File: src/rtl/pulse_sequencer.sv
// Multi-channel pulse timing generator.
// Each of N_CH outputs is high for a window [offset, offset+length) inside a
// repeating period of repeat_period+1 cycles. Supports burst counting,
// externally triggered periods, start/stop control and shadowed configuration
// that only changes at period boundaries (or immediately while idle).
//
// Ports:
//   clk, reset      system clock, synchronous active-high reset
//   repeat_period   period P (P+1 cycles per period)
//   ch_offset       per-channel offset, channel i at [i*N_BITS +: N_BITS]
//   ch_length       per-channel high length, same packing
//   ch_enable       per-channel enable
//   burst_count     periods per run, 0 = continuous
//   trig_mode       1 = each period waits for an ext_trigger rising edge
//   ext_trigger     external trigger, synchronous to clk
//   start/stop/load one-cycle control pulses
//   out             registered channel outputs
//   busy            high while armed or running
//   period_start    first cycle of each period
//   done            one-cycle pulse when a burst completes
//   overrun         sticky: trigger edge seen while running in trig_mode
module pulse_sequencer #(
    parameter int unsigned N_BITS       = 20,
    parameter int unsigned N_CH         = 5,
    parameter int unsigned N_BURST_BITS = 16
) (
    input  logic                     clk,
    input  logic                     reset,
    input  logic [N_BITS-1:0]        repeat_period,
    input  logic [N_CH*N_BITS-1:0]   ch_offset,
    input  logic [N_CH*N_BITS-1:0]   ch_length,
    input  logic [N_CH-1:0]          ch_enable,
    input  logic [N_BURST_BITS-1:0]  burst_count,
    input  logic                     trig_mode,
    input  logic                     ext_trigger,
    input  logic                     start,
    input  logic                     stop,
    input  logic                     load,
    output logic [N_CH-1:0]          out,
    output logic                     busy,
    output logic                     period_start,
    output logic                     done,
    output logic                     overrun
);

    typedef enum logic [1:0] {StIdle, StArmed, StRun} state_e;

    localparam logic [N_BITS-1:0]       CountOne = 1;
    localparam logic [N_BURST_BITS-1:0] BurstOne = 1;

    state_e                    state_q, state_d;
    logic [N_BITS-1:0]         count_q, count_d;
    logic [N_BURST_BITS-1:0]   periods_q, periods_d;
    logic [N_CH-1:0]           out_q, out_d;
    logic                      done_q, done_d;
    logic                      overrun_q, overrun_d;
    logic                      load_pending_q, load_pending_d;
    logic                      trig_prev_q;

    logic [N_BITS-1:0]         sh_period_q;
    logic [N_CH*N_BITS-1:0]    sh_offset_q;
    logic [N_CH*N_BITS-1:0]    sh_length_q;
    logic [N_CH-1:0]           sh_enable_q;
    logic [N_BURST_BITS-1:0]   sh_burst_q;
    logic                      sh_trig_mode_q;

    logic                      in_run, at_end, burst_fin, trig_edge, start_ok, capture;
    logic [N_CH-1:0]           win;

    assign in_run    = (state_q == StRun);
    assign at_end    = in_run && (count_q == sh_period_q);
    assign burst_fin = (sh_burst_q != '0) && ((periods_q + BurstOne) == sh_burst_q);
    assign trig_edge = ext_trigger & ~trig_prev_q;
    assign start_ok  = (state_q == StIdle) && start && !stop;
    // Shadow follows live inputs when idle; otherwise only at the period wrap.
    assign capture   = ((state_q == StIdle) && (start_ok || load)) ||
                       (at_end && (load_pending_q || load));

    // End of window is computed one bit wider so offset+length never wraps.
    always_comb begin
        win = '0;
        for (int i = 0; i < N_CH; i++) begin
            win[i] = sh_enable_q[i] & in_run &
                     (count_q >= sh_offset_q[i*N_BITS +: N_BITS]) &
                     ({1'b0, count_q} < ({1'b0, sh_offset_q[i*N_BITS +: N_BITS]} +
                                         {1'b0, sh_length_q[i*N_BITS +: N_BITS]}));
        end
    end

    always_comb begin
        state_d        = state_q;
        count_d        = count_q;
        periods_d      = periods_q;
        done_d         = 1'b0;
        overrun_d      = overrun_q;
        load_pending_d = load_pending_q;
        out_d          = stop ? '0 : win;

        unique case (state_q)
            StIdle: begin
                if (start) begin
                    state_d   = trig_mode ? StArmed : StRun;
                    count_d   = '0;
                    periods_d = '0;
                end
            end
            StArmed: begin
                if (trig_edge) begin
                    state_d = StRun;
                    count_d = '0;
                end
            end
            StRun: begin
                if (at_end) begin
                    periods_d = periods_q + BurstOne;
                    count_d   = '0;
                    if (burst_fin) begin
                        state_d = StIdle;
                        done_d  = 1'b1;
                    end else if (sh_trig_mode_q) begin
                        state_d = StArmed;
                    end
                end else begin
                    count_d = count_q + CountOne;
                end
            end
            default: state_d = StIdle;
        endcase

        if (stop) begin
            state_d = StIdle;
            count_d = '0;
            done_d  = 1'b0;
        end

        if (start_ok) begin
            overrun_d = 1'b0;
        end
        if (trig_edge && in_run && sh_trig_mode_q) begin
            overrun_d = 1'b1;
        end

        if (capture) begin
            load_pending_d = 1'b0;
        end else if (load) begin
            load_pending_d = 1'b1;
        end
    end

    always_ff @(posedge clk) begin
        if (reset) begin
            state_q        <= StIdle;
            count_q        <= '0;
            periods_q      <= '0;
            out_q          <= '0;
            done_q         <= 1'b0;
            overrun_q      <= 1'b0;
            load_pending_q <= 1'b0;
            trig_prev_q    <= 1'b0;
            sh_period_q    <= '0;
            sh_offset_q    <= '0;
            sh_length_q    <= '0;
            sh_enable_q    <= '0;
            sh_burst_q     <= '0;
            sh_trig_mode_q <= 1'b0;
        end else begin
            state_q        <= state_d;
            count_q        <= count_d;
            periods_q      <= periods_d;
            out_q          <= out_d;
            done_q         <= done_d;
            overrun_q      <= overrun_d;
            load_pending_q <= load_pending_d;
            trig_prev_q    <= ext_trigger;
            if (capture) begin
                sh_period_q    <= repeat_period;
                sh_offset_q    <= ch_offset;
                sh_length_q    <= ch_length;
                sh_enable_q    <= ch_enable;
                sh_burst_q     <= burst_count;
                sh_trig_mode_q <= trig_mode;
            end
        end
    end

    assign out          = out_q;
    assign busy         = (state_q != StIdle);
    assign period_start = in_run && (count_q == '0);
    assign done         = done_q;
    assign overrun      = overrun_q;

endmodule

File: config.mk
export PLATFORM = sky130hd
export DESIGN_NAME = pulse_sequencer
export DESIGN_NICKNAME = d
export VERILOG_FILES = /design/src/rtl/pulse_sequencer.sv
export SDC_FILE = /design/constraint.sdc
export NUM_CORES = 1
export LEC_CHECK = 0
export CORE_MARGIN = 2
export CORE_UTILIZATION = 48
export DETAILED_ROUTE_END_ITERATION = 10
export MAX_ROUTING_LAYER = met4
export PLACE_DENSITY = 0.68
export SYNTH_ARGS = -nofsm -noshare
export SYNTH_HDL_FRONTEND = slang
export SYNTH_SLANG_ARGS = --single-unit
File: constraint.sdc
create_clock -name clk -period 11.9 [get_ports clk]
set_input_delay 2.975 -clock clk [delete_from_list [all_inputs] [get_ports clk]]
set_output_delay 2.975 -clock clk [all_outputs]
set_load 0.01 [all_outputs]
==> flow_summary.yaml <==
sta:
  min_period_ps: 6081
  hold_viol_final: 0
  fin_tns_setup_ps: 0
  fin_crit_sh_pct: 51.10
  max_freq_mhz: 164.4
  clock_skew_ps: 15.19
  worstMarginPinSlew_ps: 1241
  grt_setup_unrepaired: "no"
  slew_violations: 0
  setup_violations: 0
  max_slew_margin_pct: 16.74
route:
  avgRoutedWirePerCell_um: 17.07
  ant_nets: 0
  via_per_inst: 5.565
  vias: 18514
  drc: 0
  routed_wl_um: 56780
  firstDrtPassIters: 5
  drtIter0Drc: 1030
clocking:
  cts_sinks: 289
  numCtsBuffers: 35
  clock-root-buffer: "clkbuf_16"
  cts-resized-gates: 0
  post_cts_hold_buffer_count: 0
  cts_tree: "yes"
  clk_pin_slew_ps: 60
  post-cts-setup-buffers: 0
  clk_path_buf_depth: 3
  clk_latency_ps: 540
  ctsHtreeMaxLevel: 2
setup_path:
  critPathRequiredTime_ps: 8930
  crit_chain: "inv_1 -> ha_1 -> nand3_1 -> nor4_1 -> clkdlybuf4s50_1"
  path_class: "flip-flop to primary output"
  cp_num_buf_inv: 2
  arrival_ps: 3110
  crit_fanout: 10
  cp-end-kind: "primary output"
  start_kind: "flip-flop"
  slowest_stage: "clkdlybuf4s50_1"
  cp_top_family: "buffers and inverters"
  cp_slowest_stage_delay_ps: 670
finish:
  final_common_cell: "nand2_1"
  final_util_pct: 59.00
  nets: 3321
  layout_common_cells: "nand2_1 (560), a21oi_1 (384), ha_1 (298)"
  layout.cells.non_filler: 3327
  diodes: 0
  multi_input_area_um2: 13090
  n_fill_cell: 3776
  drive_gt1_share_pct: 3.792
  area_growth_pct: 21.46
  regArea_um2: 5786
global_routing:
  grt_max_degree: 158
  overflow: 0
  grt_pass1_vias: 18235
  track_usage_pct: 26.81
  antenna_found_initial: 0
  grt_pass1_wl_um: 91980
yosys:
  yosys_warnings: 0
  synth_edf_count: 0
  syn-instance-count: 2551
  yosysSeqAreaShare_pct: 29.23
  syn_nets: 3102
  synth_area_um2: 19790
  yosysUniqueCellTypes: 78
  avgSynthCellArea_um2: 7.758
  synth.ff_latch_count: 289
  ys.flop_type: "dfxtp_1"
  async_reset_ff_share_pct: 0
placement:
  dp.cells: 3265
  portBuffers: 256
  hpwlAfterDp_um: 41080
  gp_congestion: 0.9130
floorplanning:
  ios: 257
  std_cell_rows: 74
  die_area_um2: 42870
  fp.dieW_um: 207.1
  die_h_um: 207.1
  core-area_um2: 40740
  initial_core_util_pct: 48.58
power_and_ir_drop:
  power_per_cell_area_nw_per_um2: 116.1
  p_leak_nw: 10.43
  ir_drop_uv: 97.97
status:
  status: "finished clean"
min_path:
  min_path_type: "flip-flop to flip-flop"
run:
  maxCapViolCount: 0
[worst reg2reg max path, delay by kind of cell (launching register included)]
kind	cells	cell delay [ps]
AO/OA/AOI/OAI	11	2670
adder cells (fa/ha/maj)	3	960
buffers and inverters	1	60
flip-flops	1	360
multiplexers	1	130
AND/OR/NAND/NOR	2	200
[logic make-up after synthesis]
group           count (synthesis)  synth area share [%]
mux                             2                0.1012
xor+xnor                      133                 5.886
compound gates                700                 20.97
simple gates                  888                 19.76
flops                         289                 29.23
buf+inv                       236                 4.697
fa+ha+maj                     303                 19.35
[through the flow]
step           power (W)  area (µm²)  hold slack [ps]  setup WS [ps]
2_1_floorplan   0.001470       19790            421.4           7372
3_3_place_gp    0.001651       22810            443.4           6114
3_5_place_dp    0.001668       22810            448.0           6024
4_1_cts         0.002811       24040            457.1           5862
5_1_grt         0.002931       24040            475.9           5723
6_report        0.002791       24040            453.5           5819
[path summary, 6_finish.rpt]
path / from / to / slack (ps) / depth (start not counted)
max reg2reg: sh_offset_q[80]$_SDFFE_PP0P_ / out[4]$_SDFF_PP0_ / 7390 / 18
max: count_q[0]$_SDFFE_PP0P_ / period_start / 5820 / 5
min: sh_length_q[5]$_SDFFE_PP0P_ / sh_length_q[5]$_SDFFE_PP0P_ / 450 / 2
min reg2reg: sh_length_q[5]$_SDFFE_PP0P_ / sh_length_q[5]$_SDFFE_PP0P_ / 450 / 2
[Yosys cell counts, drive strengths merged (22+ instances only)]
cell,instances,share of area (%)
a21o,68,2.6
a21oi,384,9.7
buf,26,0.71
clkbuf,73,1.4
dfxtp,289,29
ha,298,19
inv,137,2.6
nand2,560,11
nand2b,25,0.79
nand3,44,1.2
nand4,23,0.73
nor2,105,2.0
nor2b,22,0.70
o21ai,100,2.5
or3,24,0.76
xnor2,66,2.9
xor2,67,3.0
[sequential cells by signal, summed over array words and instances (netlist names)]
| register | count |
|---|---|
| state_q | 2 |
| sh_trig_mode_q | 1 |
| load_pending_q | 1 |
| trig_prev_q | 1 |
| out | 5 |
| sh_length_q | 100 |
| count_q | 20 |
| done | 1 |
| overrun | 1 |
| sh_enable_q | 5 |
| sh_burst_q | 16 |
| sh_offset_q | 100 |
| sh_period_q | 20 |
| periods_q | 16 |
[power by group]
group	internal, W	switching [W]	leakage (nW)
logic	0.000264	0.000308	7.45
registers	0.00103	0.0000498	2.38
clock network	0.000710	0.000429	0.602
total	0.00200	0.000786	10.4
[per-layer routing]
metal,up-vias,share of wire (%),track usage (%),wire [µm]
li1,9351,-,-,-
met1,8613,47,34.87,26610
met2,452,45,42.84,25480
met3,98,5.3,3.745,3033
met4,0,2.9,8.966,1661
met5,-,0,-,0
[final cells by class]
type                    count  area share, %
flip-flops and latches    289          24.07
well taps                 532          2.769
inverters                 137          2.139
repair buffers            281          11.46
clock buffers              53          4.477
multi-input cells        2026          54.46
clock inverters             9         0.6298
No activity file was read; power rests on OpenSTA's default activity.
==> patch 1: new RTL, config.mk and constraints unchanged <==
Change the parameter `N_BURST_BITS` from 16 to 18.
--- a/src/rtl/pulse_sequencer.sv
+++ b/src/rtl/pulse_sequencer.sv
@@ -22,7 +22,7 @@
 module pulse_sequencer #(
     parameter int unsigned N_BITS       = 20,
     parameter int unsigned N_CH         = 5,
-    parameter int unsigned N_BURST_BITS = 16
+    parameter int unsigned N_BURST_BITS = 18
 ) (
     input  logic                     clk,
     input  logic                     reset,
Interface: changed (resized burst_count); port bits go from 257 to 259. No check against the original RTL was run, so the function may have changed too.
==> patch 1 against the original RTL <==
Via count is 0.78% higher. Clock skew is 0.0072 ns higher. Setup slack better by 0.086 ns. Design area is 0.74% higher. Critical path type unchanged. Sequential share of layout area is 0.15 points higher. Non-clock buffer count is 2 higher. Routed wire length is 1.1% higher. Final cell count is 0.84% higher. Count of clock-buffer cells in the layout is 5 lower. Synthesized area is 0.80% higher. Sequential cell count is 4 higher. Total power is 1.7% higher.
==> patch 1: results <==
export IMPL_async_reset_ff_share_pct=0
export IMPL_num_nets_final=3346
export IMPL_skew_ns=0.0224
export IMPL_setup_viol=0
export IMPL_post_cts_buffers=0
export IMPL_ys_types=69
export IMPL_reg_largest_list="sh_length_q x100, sh_offset_q x100"
export IMPL_place_congestion=0.935
export IMPL_cp_max_fo=14
export IMPL_first_global_vias=18230
export IMPL_run_status="completed"
export IMPL_cts_root_buf="clkbuf_16"
export IMPL_drtIter0Drc=1032
export IMPL_peakVddDrop_mv=0.0921
export IMPL_cts_made_buffers=36
export IMPL_drive_gt1_share_pct=3.93
export IMPL_grtUsageTotal_pct=26.8
export IMPL_h_tree_depth=2
export IMPL_fillers=3760
export IMPL_yosys_top_cells_count="nand2_1 (569), a21oi_1 (384), ha_1 (298)"
export IMPL_postPlaceCellArea_mm2=0.0230
export IMPL_dp_hpwl_um=41700
export IMPL_syn_num_nets=3127
export IMPL_cts_resized=0
export IMPL_wl_per_cell_um=17.1
export IMPL_drtPass1Iterations=7
export IMPL_vias_per_cell=5.56
export IMPL_critPathArrivalTime_ns=3.02
export IMPL_grt_max_degree=158
export IMPL_max_slew_margin_pct=22.3
export IMPL_yosysSeqAreaShare_pct=29.4
export IMPL_grt_pass1_wl_um=92200
export IMPL_antenna_found_initial=2
export IMPL_cts_max_path_buffers=3
export IMPL_synthTopCellsByArea="dfxtp_1 (29%), ha_1 (19%), nand2_1 (11%)"
export IMPL_ys_warn_count=0
export IMPL_port_buffers=258
export IMPL_clk_latency_ns=0.56
export IMPL_min_path_type="reg -> reg"
export IMPL_cellLeakagePower_nw=10.6
-- patch 1: cell types whose count changed after synthesis, sizes merged, moves of 8 or more --
cell,unedited run,this run
nand2,560,569
nor3,17,30
xor2,67,87
nor2b,22,30
xnor2,66,58
nand3,44,35
o211ai,21,11
clkbuf,73,47
a21o,68,54
buf,26,55
-- patch 1: path summary, 6_finish.rpt --
check / from / slack, ns / cells past startpoint / endpoint
worst max-delay path: count_q[19]$_SDFFE_PP0P_ / 5.91 / 4 / period_start
worst max register to register: count_q[16]$_SDFFE_PP0P_ / 7.52 / 12 / sh_offset_q[83]$_SDFFE_PP0P_
worst min register to register: sh_length_q[9]$_SDFFE_PP0P_ / 0.46 / 2 / sh_length_q[9]$_SDFFE_PP0P_
worst min-delay path: sh_length_q[9]$_SDFFE_PP0P_ / 0.46 / 2 / sh_length_q[9]$_SDFFE_PP0P_
-- patch 1: cell type report --
type	count	share of cell area, %
well taps	532	2.75
diodes	2	0.0207
repair buffers	283	11.5
clock buffers	48	4.28
inverters	135	2.09
multi-input cells	2044	54.3
flip-flops and latches	293	24.2
clock inverters	18	0.899
-- patch 1: metrics by stage --
stage	instances	setup slack (ns)	util (%)	power, mW
2_1_floorplan	2574	7.28	-	1.50
3_3_place_gp	3287	5.96	56.1	1.68
6_report	3355	5.91	59.2	2.84
3_5_place_dp	3287	5.86	56.1	1.70
4_1_cts	3353	5.94	59.2	2.86
5_1_grt	3355	5.92	59.2	2.98
-- patch 1: logic make-up after synthesis --
family | Yosys count | synth area share, %
AND/OR/NAND/NOR | 922 | 20.5
AO/OA/AOI/OAI | 673 | 19.7
adder cells (fa/ha/maj) | 303 | 19.2
flip-flops | 293 | 29.4
buffers and inverters | 237 | 4.79
XOR/XNOR | 145 | 6.37
multiplexers | 1 | 0.0502
-- patch 1: report_power, final --
group | leakage (nW) | internal, mW | switching [mW]
clock | 0.605 | 0.704 | 0.452
sequential | 2.41 | 1.04 | 0.0534
combinational | 7.54 | 0.272 | 0.312
total | 10.6 | 2.02 | 0.818
-- patch 1: layer usage --
metal | up-vias | wire, um | part of all wire [%] | global-route usage [%]
met2 | 514 | 27000 | 47 | 44.3
met5 | - | 0 | 0 | -
met4 | 0 | 1820 | 3.2 | 9.61
li1 | 9381 | - | - | -
met1 | 8661 | 25500 | 44 | 33.4
met3 | 102 | 3120 | 5.4 | 3.56
-- patch 1: critical path, stage by stage (launching register included) --
cell and delay (ns):
dfxtp_1 0.63, nor4_1 0.49, nand3_1 0.18, nor4_1 0.52, clkdlybuf4s50_1 0.64
==> patch 2: new RTL, config.mk and constraints unchanged <==
Without the edit above. Reset style: asynchronous (`reset`), changed in one clocked block. Comments in the files are not updated.
--- a/src/rtl/pulse_sequencer.sv
+++ b/src/rtl/pulse_sequencer.sv
@@ -147,7 +147,7 @@
         end
     end
 
-    always_ff @(posedge clk) begin
+    always_ff @(posedge clk or posedge reset) begin
         if (reset) begin
             state_q        <= StIdle;
             count_q        <= '0;
Function: differs if reset is asserted again (counterexample within 4 cycles, from zero or initial values and one cycle with reset high); with reset held inactive, the same outputs for 4 cycles.
==> patch 2 against the original RTL <==
Setup slack improved by 0.092 ns. Fmax rose by 1.5%. Global-route usage fell by 1.6 points. Design area increased by 4.1%. Synthesized cell count shrank 22%. Sequential cell count did not move. Synthesized area rose by 4.6%. Routed wire length fell by 4.0%. Register-to-register slack better by 0.40 ns. Critical path type unchanged.
Power is not compared: it rests on default switching activity, and its combinational part moved more than twofold at a synthesized area within 25%.
==> patch 2: results <==
export IMPL_ys_warn_count=0
export IMPL_postPlaceCellArea_mm2=0.0238
export IMPL_grt_pass1_wl_um=85700
export IMPL_post_cts_buffers=0
export IMPL_cts_max_path_buffers=3
export IMPL_hold_end="sh_enable_q[0]$_DFFE_PP0N_"
export IMPL_reg2reg_to="out[3]$_DFF_PP0_"
export IMPL_grtUsageMet1_pct=31.8
export IMPL_syn_num_nets=2534
export IMPL_ys_types=74
export IMPL_cts_resized=0
export IMPL_dp_hpwl_um=40700
export IMPL_multi_input_area_mm2=0.0126
export IMPL_cellLeakagePower_nw=11.8
export IMPL_fin_setup_tns_ns=0
export IMPL_use_met2_pct=40.8
export IMPL_run_status="completed"
export IMPL_wl_per_cell_um=19.2
export IMPL_grtUsageTotal_pct=25.2
export IMPL_fillers=3623
export IMPL_reg2reg_depth=18
export IMPL_place_congestion=0.902
export IMPL_cts_made_buffers=34
export IMPL_drtPass1Iterations=5
export IMPL_worstHoldStart="sh_enable_q[0]$_DFFE_PP0N_"
export IMPL_hold_path_depth=1
export IMPL_cp_max_fo=9
export IMPL_yosys_top_cells_count="ha_1 (298), dfrtp_1 (289), mux2_1 (180)"
export IMPL_grt_max_degree=166
export IMPL_clkPwrFrac_pct=15.0
export IMPL_grtUsageMet3_pct=4.94
export IMPL_first_global_vias=16514
export IMPL_h_tree_depth=2
export IMPL_min_path_type="reg -> reg"
export IMPL_r2r_start="sh_offset_q[60]$_DFFE_PP0N_"
export IMPL_drcViolationCount=0
export IMPL_synth_ff_type="dfrtp_1"
export IMPL_routed_wl_um=54500
export IMPL_drive_gt1_share_pct=6.72
export IMPL_yosysSeqAreaShare_pct=35.0
export IMPL_clk_pin_slew_ns=0.06
export IMPL_skew_ns=0.0139
export IMPL_async_reset_ff_share_pct=100
export IMPL_reg2reg_slack_ns=7.79
export IMPL_synthTopCellsByArea="dfrtp_1 (35%), ha_1 (18%), mux2_1 (9.8%)"
export IMPL_seqPwrFrac_pct=25.0
export IMPL_reg_largest_list="sh_length_q x100, sh_offset_q x100"
export IMPL_peakVddDrop_mv=0.167
export IMPL_switching_share_pct=42.7
export IMPL_cts_root_buf="clkbuf_16"
export IMPL_dp_slack_ns=5.90
export IMPL_switchingPower_mw=3.09
export IMPL_port_buffers=256
export IMPL_clk_latency_ns=0.55
export IMPL_antenna_found_initial=8
export IMPL_avgSynthCellArea_um2=10.4
export IMPL_drtIter0Drc=1048
export IMPL_max_slew_margin_pct=28.1
export IMPL_whs_ns=0.498
export IMPL_vias=16127
[patch 2: cell count changes in the layout (fill, tap and decap cells not counted), moves of 62 or more]
cell,before,now
a21oi_1,384,114
dfrtp_1,0,289
dfxtp_1,289,0
mux2_1,0,180
mux2_2,0,62
nand2_1,560,71
[patch 2: worst max-delay path, stage by stage, from the launching register on]
cell and delay, ns:
dfrtp_1 0.50, inv_1 0.51, ha_1 0.24, nor4b_1 0.24, nand4_1 0.13, nor3_1 0.23
clkdlybuf4s50_1 0.62
[patch 2: logic make-up (layout without fill, tap and decap cells)]
kind of cell | count (synthesis) | after routing | synth area share, %
compound gates | 457 | 457 | 14.4
simple gates | 363 | 363 | 9.02
fa+ha+maj | 303 | 303 | 18.5
flops | 289 | 289 | 35.0
mux | 245 | 245 | 13.3
buf+inv | 189 | 482 | 4.05
xor+xnor | 137 | 137 | 5.80
other cells | 0 | 9 | 0
[patch 2: how the worst max path moves through the flow]
stage | from | slack, ns | to
after floorplan | reset | 0.95 | count_q[0]$_DFFE_PP0P_
after global placement | stop | 5.97 | sh_length_q[67]$_DFFE_PP0N_
after detailed placement | stop | 5.90 | sh_length_q[71]$_DFFE_PP0N_
after CTS | count_q[0]$_DFFE_PP0P_ | 5.90 | period_start
after global routing | count_q[0]$_DFFE_PP0P_ | 5.79 | period_start
final | count_q[0]$_DFFE_PP0P_ | 5.91 | period_start
[patch 2: area by class of cell]
class | count | share of cell area, %
flip-flops and latches | 289 | 28.9
clock inverters | 11 | 0.545
multi-input cells | 1505 | 50.5
well taps | 546 | 2.73
diodes | 9 | 0.0900
clock buffers | 49 | 4.08
repair buffers | 278 | 11.0
inverters | 144 | 2.19
[patch 2: per-layer routing]
layer,up-vias,wire length (um)
met5,-,0
met4,0,1460
met3,103,3250
met2,416,25300
met1,7814,24500
li1,7794,-
